<file path="config.mk">
export PLATFORM = sky130hd
export DESIGN_NAME = mips_alu
export DESIGN_NICKNAME = d
export VERILOG_FILES = /design/src/rtl/mips_alu.sv
export SDC_FILE = /design/constraint.sdc
export NUM_CORES = 1
export LEC_CHECK = 0
export CORE_MARGIN = 5
export CORE_UTILIZATION = 61
export CTS_BUF_LIST = sky130_fd_sc_hd__clkbuf_16
export CTS_CLUSTER_DIAMETER = 120
export DETAILED_ROUTE_END_ITERATION = 7
export PLACE_DENSITY = 0.84
export SYNTH_ARGS = -nofsm -noshare
export SYNTH_HDL_FRONTEND = slang
export SYNTH_SLANG_ARGS = --single-unit
</file>
<file path="constraint.sdc">
create_clock -name clk -period 0.8 [get_ports clk]
set_input_delay 0.16 -clock clk [delete_from_list [all_inputs] [get_ports clk]]
set_output_delay 0.16 -clock clk [all_outputs]
set_load 0.02 [all_outputs]
</file>
<file path="src/rtl/mips_alu.sv">
// Execute-stage ALU: combinational MIPS opcode/func decode, registered result/zero/overflow.
// Define ALU_MULT_EN to implement func 24 (mult, low word); otherwise func 24 decodes as unsupported.
module mips_alu (
  input  logic        clk,
  input  logic        rst_n,
  input  logic [31:0] value1,
  input  logic [31:0] value2,
  input  logic [5:0]  opcode,
  input  logic [5:0]  func,
  output logic [31:0] result,
  output logic        zero,
  output logic        overflow
);

  localparam logic [5:0] OP_RTYPE = 6'd0;
  localparam logic [5:0] OP_ADDI  = 6'd8;
  localparam logic [5:0] OP_ADDIU = 6'd9;
  localparam logic [5:0] OP_SLTI  = 6'd10;
  localparam logic [5:0] OP_SLTIU = 6'd11;
  localparam logic [5:0] OP_ANDI  = 6'd12;
  localparam logic [5:0] OP_ORI   = 6'd13;
  localparam logic [5:0] OP_XORI  = 6'd14;
  localparam logic [5:0] OP_LUI   = 6'd15;

  localparam logic [5:0] FN_SLLV  = 6'd4;
  localparam logic [5:0] FN_SRLV  = 6'd6;
  localparam logic [5:0] FN_SRAV  = 6'd7;
  localparam logic [5:0] FN_MULT  = 6'd24;
  localparam logic [5:0] FN_ADD   = 6'd32;
  localparam logic [5:0] FN_ADDU  = 6'd33;
  localparam logic [5:0] FN_SUB   = 6'd34;
  localparam logic [5:0] FN_SUBU  = 6'd35;
  localparam logic [5:0] FN_AND   = 6'd36;
  localparam logic [5:0] FN_OR    = 6'd37;
  localparam logic [5:0] FN_XOR   = 6'd38;
  localparam logic [5:0] FN_NOR   = 6'd39;
  localparam logic [5:0] FN_SLT   = 6'd42;
  localparam logic [5:0] FN_SLTU  = 6'd43;

  logic [31:0] sum;
  logic [31:0] diff;
  logic [31:0] sra_res;
  logic        add_ovf;
  logic        sub_ovf;
  logic        lt_signed;
  logic        lt_unsigned;
  logic [31:0] next_result;
  logic        next_ovf;

  assign sum         = value1 + value2;
  assign diff        = value1 - value2;
  assign sra_res     = $signed(value2) >>> value1[4:0];
  // Same-sign operands (A and ~B for subtraction) yielding an opposite-sign result.
  assign add_ovf     = (value1[31] == value2[31]) && (sum[31] != value1[31]);
  assign sub_ovf     = (value1[31] != value2[31]) && (diff[31] != value1[31]);
  assign lt_signed   = $signed(value1) < $signed(value2);
  assign lt_unsigned = value1 < value2;

`ifdef ALU_MULT_EN
  logic [31:0] prod;
  // Low word of a signed product equals the low word of the 32-bit wrapped multiply.
  assign prod = $signed(value1) * $signed(value2);
`endif

  always_comb begin
    next_result = '0;
    next_ovf    = 1'b0;
    case (opcode)
      OP_RTYPE: begin
        case (func)
          FN_ADD:  begin next_result = sum; next_ovf = add_ovf; end
          FN_ADDU: next_result = sum;
          FN_SUB:  begin next_result = diff; next_ovf = sub_ovf; end
          FN_SUBU: next_result = diff;
          FN_AND:  next_result = value1 & value2;
          FN_OR:   next_result = value1 | value2;
          FN_XOR:  next_result = value1 ^ value2;
          FN_NOR:  next_result = ~(value1 | value2);
          FN_SLT:  next_result = {31'd0, lt_signed};
          FN_SLTU: next_result = {31'd0, lt_unsigned};
          FN_SLLV: next_result = value2 << value1[4:0];
          FN_SRLV: next_result = value2 >> value1[4:0];
          FN_SRAV: next_result = sra_res;
`ifdef ALU_MULT_EN
          FN_MULT: next_result = prod;
`endif
          default: next_result = '0;
        endcase
      end
      OP_ADDI:  begin next_result = sum; next_ovf = add_ovf; end
      OP_ADDIU: next_result = sum;
      OP_SLTI:  next_result = {31'd0, lt_signed};
      OP_SLTIU: next_result = {31'd0, lt_unsigned};
      OP_ANDI:  next_result = value1 & value2;
      OP_ORI:   next_result = value1 | value2;
      OP_XORI:  next_result = value1 ^ value2;
      OP_LUI:   next_result = {value2[15:0], 16'h0000};
      default:  next_result = '0;
    endcase
  end

  always_ff @(posedge clk or negedge rst_n) begin
    if (!rst_n) begin
      result   <= '0;
      zero     <= 1'b1;
      overflow <= 1'b0;
    end else begin
      result   <= next_result;
      zero     <= (next_result == 32'd0);
      overflow <= next_ovf;
    end
  end

endmodule

</file>
==> run summary, run 1 <==
status: stopped before the end
Fail Step: clock tree synthesis (4_1_cts)
Log Error: [ERROR DPL-0038] Utilization greater than 100%, impossible to legalize
Post-synth EDFFs: 0
post-synth cell types: 98
Placed Cells: 2769
GPL Wtd Cong: 1.40
area fraction in compound gates after synthesis: 0.344
total CTS buffers: 5
Starting Density: 0.614
hold_buf cts: 0
Top Ports: 112
Post-CTS Resized: 1001
DIE WIDTH: 155 um
CTS sink cnt: 34
Post-Synth XOR/XNOR Area: 0.0178
adder-cell share of the synthesized area: 0.0981
post-CTS setup buffers: 146
# port buffers: 111
multiplexer share of the synthesized area: 0.166
DP Area: 19400 sq um
ys flop type: dfrtp_1
Syn Nets: 1982
ys async rst share: 1.00
clock buffer depth: 2
DP HPWL: 68.2 mm
Post-Syn Area: 12800 sq um
Seq cells post-synth: 34
main combinational cell family by area after synthesis: compound AO/OA/AOI/OAI gates
CTS H-Tree Depth: 2
share of the yosys chip area belonging to registers: 0.0666
Die Y: 155 um
Syn Area/Cell: 7.08 sq um
Post-Syn Instances: 1805
clock root cell: clkbuf_16
floorplan row count: 53
simple-gate share of the synthesized area: 0.213
Yosys warning total: 0
## stage by stage
stage | util | worst slack, ps | hold slack, ps | setup TNS, ps
3_3_place_gp | 0.934 | -3370 | 541 | -93290
2_1_floorplan | - | -2680 | -136 | -59340
3_5_place_dp | 0.934 | -3670 | 557 | -101700
## synth_stat cells, types with 17 or more instances
cell type | number | area share
o211ai_1 | 52 | 0.031
nor2_1 | 169 | 0.050
nand3_1 | 49 | 0.019
ha_1 | 97 | 0.095
nand4_1 | 19 | 0.0093
nor2b_1 | 19 | 0.0093
nand2b_1 | 22 | 0.011
clkbuf_1 | 109 | 0.032
xnor2_1 | 21 | 0.014
buf_2 | 28 | 0.011
buf_1 | 18 | 0.0053
mux2_2 | 30 | 0.026
a31oi_1 | 22 | 0.011
nand2_1 | 160 | 0.047
a221o_1 | 17 | 0.013
o31ai_1 | 20 | 0.012
a221oi_1 | 21 | 0.014
o221ai_1 | 17 | 0.012
nor3_1 | 46 | 0.018
mux4_2 | 41 | 0.072
o21ai_0 | 120 | 0.047
dfrtp_1 | 33 | 0.065
a21oi_1 | 136 | 0.053
a211oi_1 | 33 | 0.019
inv_1 | 105 | 0.031
o22ai_1 | 31 | 0.015
mux2i_1 | 80 | 0.063
## cells by family after synthesis
kind of cell / Yosys count
compound gates: 640
xor+xnor: 26
fa+ha+maj: 99
buf+inv: 280
flops: 34
mux: 155
simple gates: 571
==> run 2, diff against run 1 <==
CORE_UTILIZATION = 40   (was 61)
CTS_BUF_LIST = not set   (was sky130_fd_sc_hd__clkbuf_16)
CTS_CLUSTER_DIAMETER = not set   (was 120)
PLACE_DENSITY = not set   (was 0.84)
PLACE_DENSITY_LB_ADDON = 0.15   (was not set)
==> run summary, run 2 <==
Top Registers: result: 32 flops, overflow: 1 flops, zero: 1 flops
FF+latch area: 852 sq um
Fin. Hold Viols: 0
Comb pwr share: 0.816
Top Ports: 112
CTS H-Tree Depth: 2
Final nets: 2906
FMAX: 269 MHz
static leakage: 10.9 nW
max incr delay on CP: 500 ps
GPL Wtd Cong: 1.13
Synth area leader: ha_1
Seq cells post-synth: 34
Vias/cell: 6.76
count of pins over their slew limit: 0
DR iter-0 viols: 3243
DP HPWL: 67.7 mm
CP Launch Type: primary input
WHS: 253 ps
area occupied by multi-input gates: 13100 sq um
Clock transition at path regs: 50 ps
Final Instance Area: 24500 sq um
Die Y: 189 um
Sequential Power Share: 0.091
share of the yosys chip area belonging to registers: 0.0666
unrepaired setup endpoints after global routing: true
VDD IR-drop max: 1.03 mV
number of global-route vias before repair: 19800
CTS sink cnt: 34
period utilization: 4.64
CTS tree: done
relative slew slack: 0.317
CP Class: primary input to flop
total grt overflow: 0
DIE WIDTH: 189 um
most frequent CP cell: buf_4
largest net degree at the start of global routing: 41
commonest cells in the netlist: nor2_1, nand2_1, a21oi_1
die area: 35600 sq um
crit path DAT: 3900 ps
hold_buf cts: 0
leading cell type in the layout, fill and taps excluded: buf_4
Syn Nets: 1982
Switch Pwr: 9.53 mW
first-pass GRT wire length: 127 mm
Worst Hold Class: primary input to asynchronous set/reset pin
max cap viols: 0
Clock power frac: 0.093
worst path bufs/invs: 4
vias after detailed routing: 21200
Yosys warning total: 0
fin crit period: 3710 ps
leading cell types in the layout, fill and taps excluded: buf_4, buf_6, nand2_1, nor2_1, a21oi_1
post-synth cell types: 98
# port buffers: 111
ys flop type: dfrtp_1
Post-Syn Instances: 1805
WL/cell: 29.1 um
top cells by area, synth: ha_1, mux4_2, dfrtp_1, mux2i_1, a21oi_1
Largest Register: result
Post-Syn Area: 12800 sq um
Top delay family on crit path: simple AND/OR/NAND/NOR gates
Starting Density: 0.405
clock root cell: clkbuf_16
Critical Path Slowest Stage Cell: or4_4
worst-path fanout max: 3
layout cells sized above 1: 0.547
Required @ worst endpoint: 990 ps
Syn Area/Cell: 7.08 sq um
total CTS buffers: 5
final worst slack: -2910 ps
worst setup path start: value1[0]
Setup crit end kind: flop
drt pass-1 iters: 8
clock buffer depth: 2
setup_tns: -71450 ps
Placeable Area: 31600 sq um
Total GRT Usage: 0.464
sw frac: 0.459
status: finished, violations left
crit path cell chain: buf_12 -> ha_4 -> inv_2 -> fa_2 -> nor2b_1 -> o211ai_1 -> buf_4 -> buf_4 -> a211o_1 -> a311oi_1 -> o21bai_1 -> o2111ai_2 -> or3_4 -> or4_4 -> nor4_4 -> nand4b_1 -> nor4_2
DRT antenna net count: 0
initial antenna violation count: 4
Post-synth EDFFs: 0
fin util: 0.775
max FFs per register: 32
dominant cell by count in the synthesized netlist: nor2_1
DP Area: 20300 sq um
Yosys top cell area share: 0.0949
failing checks: DRC, setup timing
Final Setup Violations: 68
FILL cells: 2213
ys async rst share: 1.00
power density cells: 847 nW/um^2
Antenna Cells: 0
final wirelength: 91.2 mm
Remaining DRCs: 1
Area growth syn-to-layout: 91.4%
Internal: 11.2 mW
Worst Max-Slew Pin Slew: 1010 ps
floorplan row count: 65
==> run 2: cell counts after synthesis <==
No cell type changed its count.
==> run 2: logic make-up after synthesis <==
family | synth area share
compound gates | 0.344
simple gates | 0.213
buf+inv | 0.0942
mux | 0.166
fa+ha+maj | 0.0981
flops | 0.0666
xor+xnor | 0.0178
==> run 2: power by group through the flow <==
stage               logic [mW]  registers (mW)  clock network (mW)
global route              17.4            1.91                2.04
detailed placement        12.7            1.90                   0
CTS                       14.7            1.87                1.95
finish                    16.9            1.89                1.93
global placement          12.6            1.89                   0
floorplan                 5.80            2.05                   0
==> run 2: path summary, 6_finish.rpt <==
kind / endpoint / cells after the start
setup / recovery: zero / 17
max in group asynchronous: zero / 2
hold / removal: result[2] / 2
min in group clk: result[23] / 5
==> run 2: cell type report <==
type,instances,share of cell area
Inverter,110,0.0197
Sequential cell,34,0.0348
Timing Repair Buffer,1087,0.384
Multi-Input combinational cell,1491,0.535
Tap cell,402,0.0206
Clock inverter,1,0.000205
Clock buffer,7,0.00583
==> run 2: metal layers <==
metal  global-route usage  vias to the layer above  share of wire
met3                0.100                      653           0.13
met1                0.593                     9860           0.36
met5                    0                        -        0.00036
met4                0.314                        6           0.10
li1                     -                     8693              -
met2                0.701                     1951           0.41
==> run 2: what timing repair did <==
item	4_1_cts	5_1_grt
gates cloned	4	0
pin swaps	116	130
gates resized for setup	548	438
endpoints found under the setup margin	68	68
buffers inserted	107	65
==> run 2: through the flow <==
stage	cells	setup WS [ps]	total power [mW]
floorplan	1805	-2680	7.85
global placement	2969	-3500	14.5
detailed placement	2969	-3530	14.6
CTS	3083	-2730	18.5
global route	3132	-2990	21.3
finish	3132	-2910	20.7
Power figures use the tool's default switching activity.
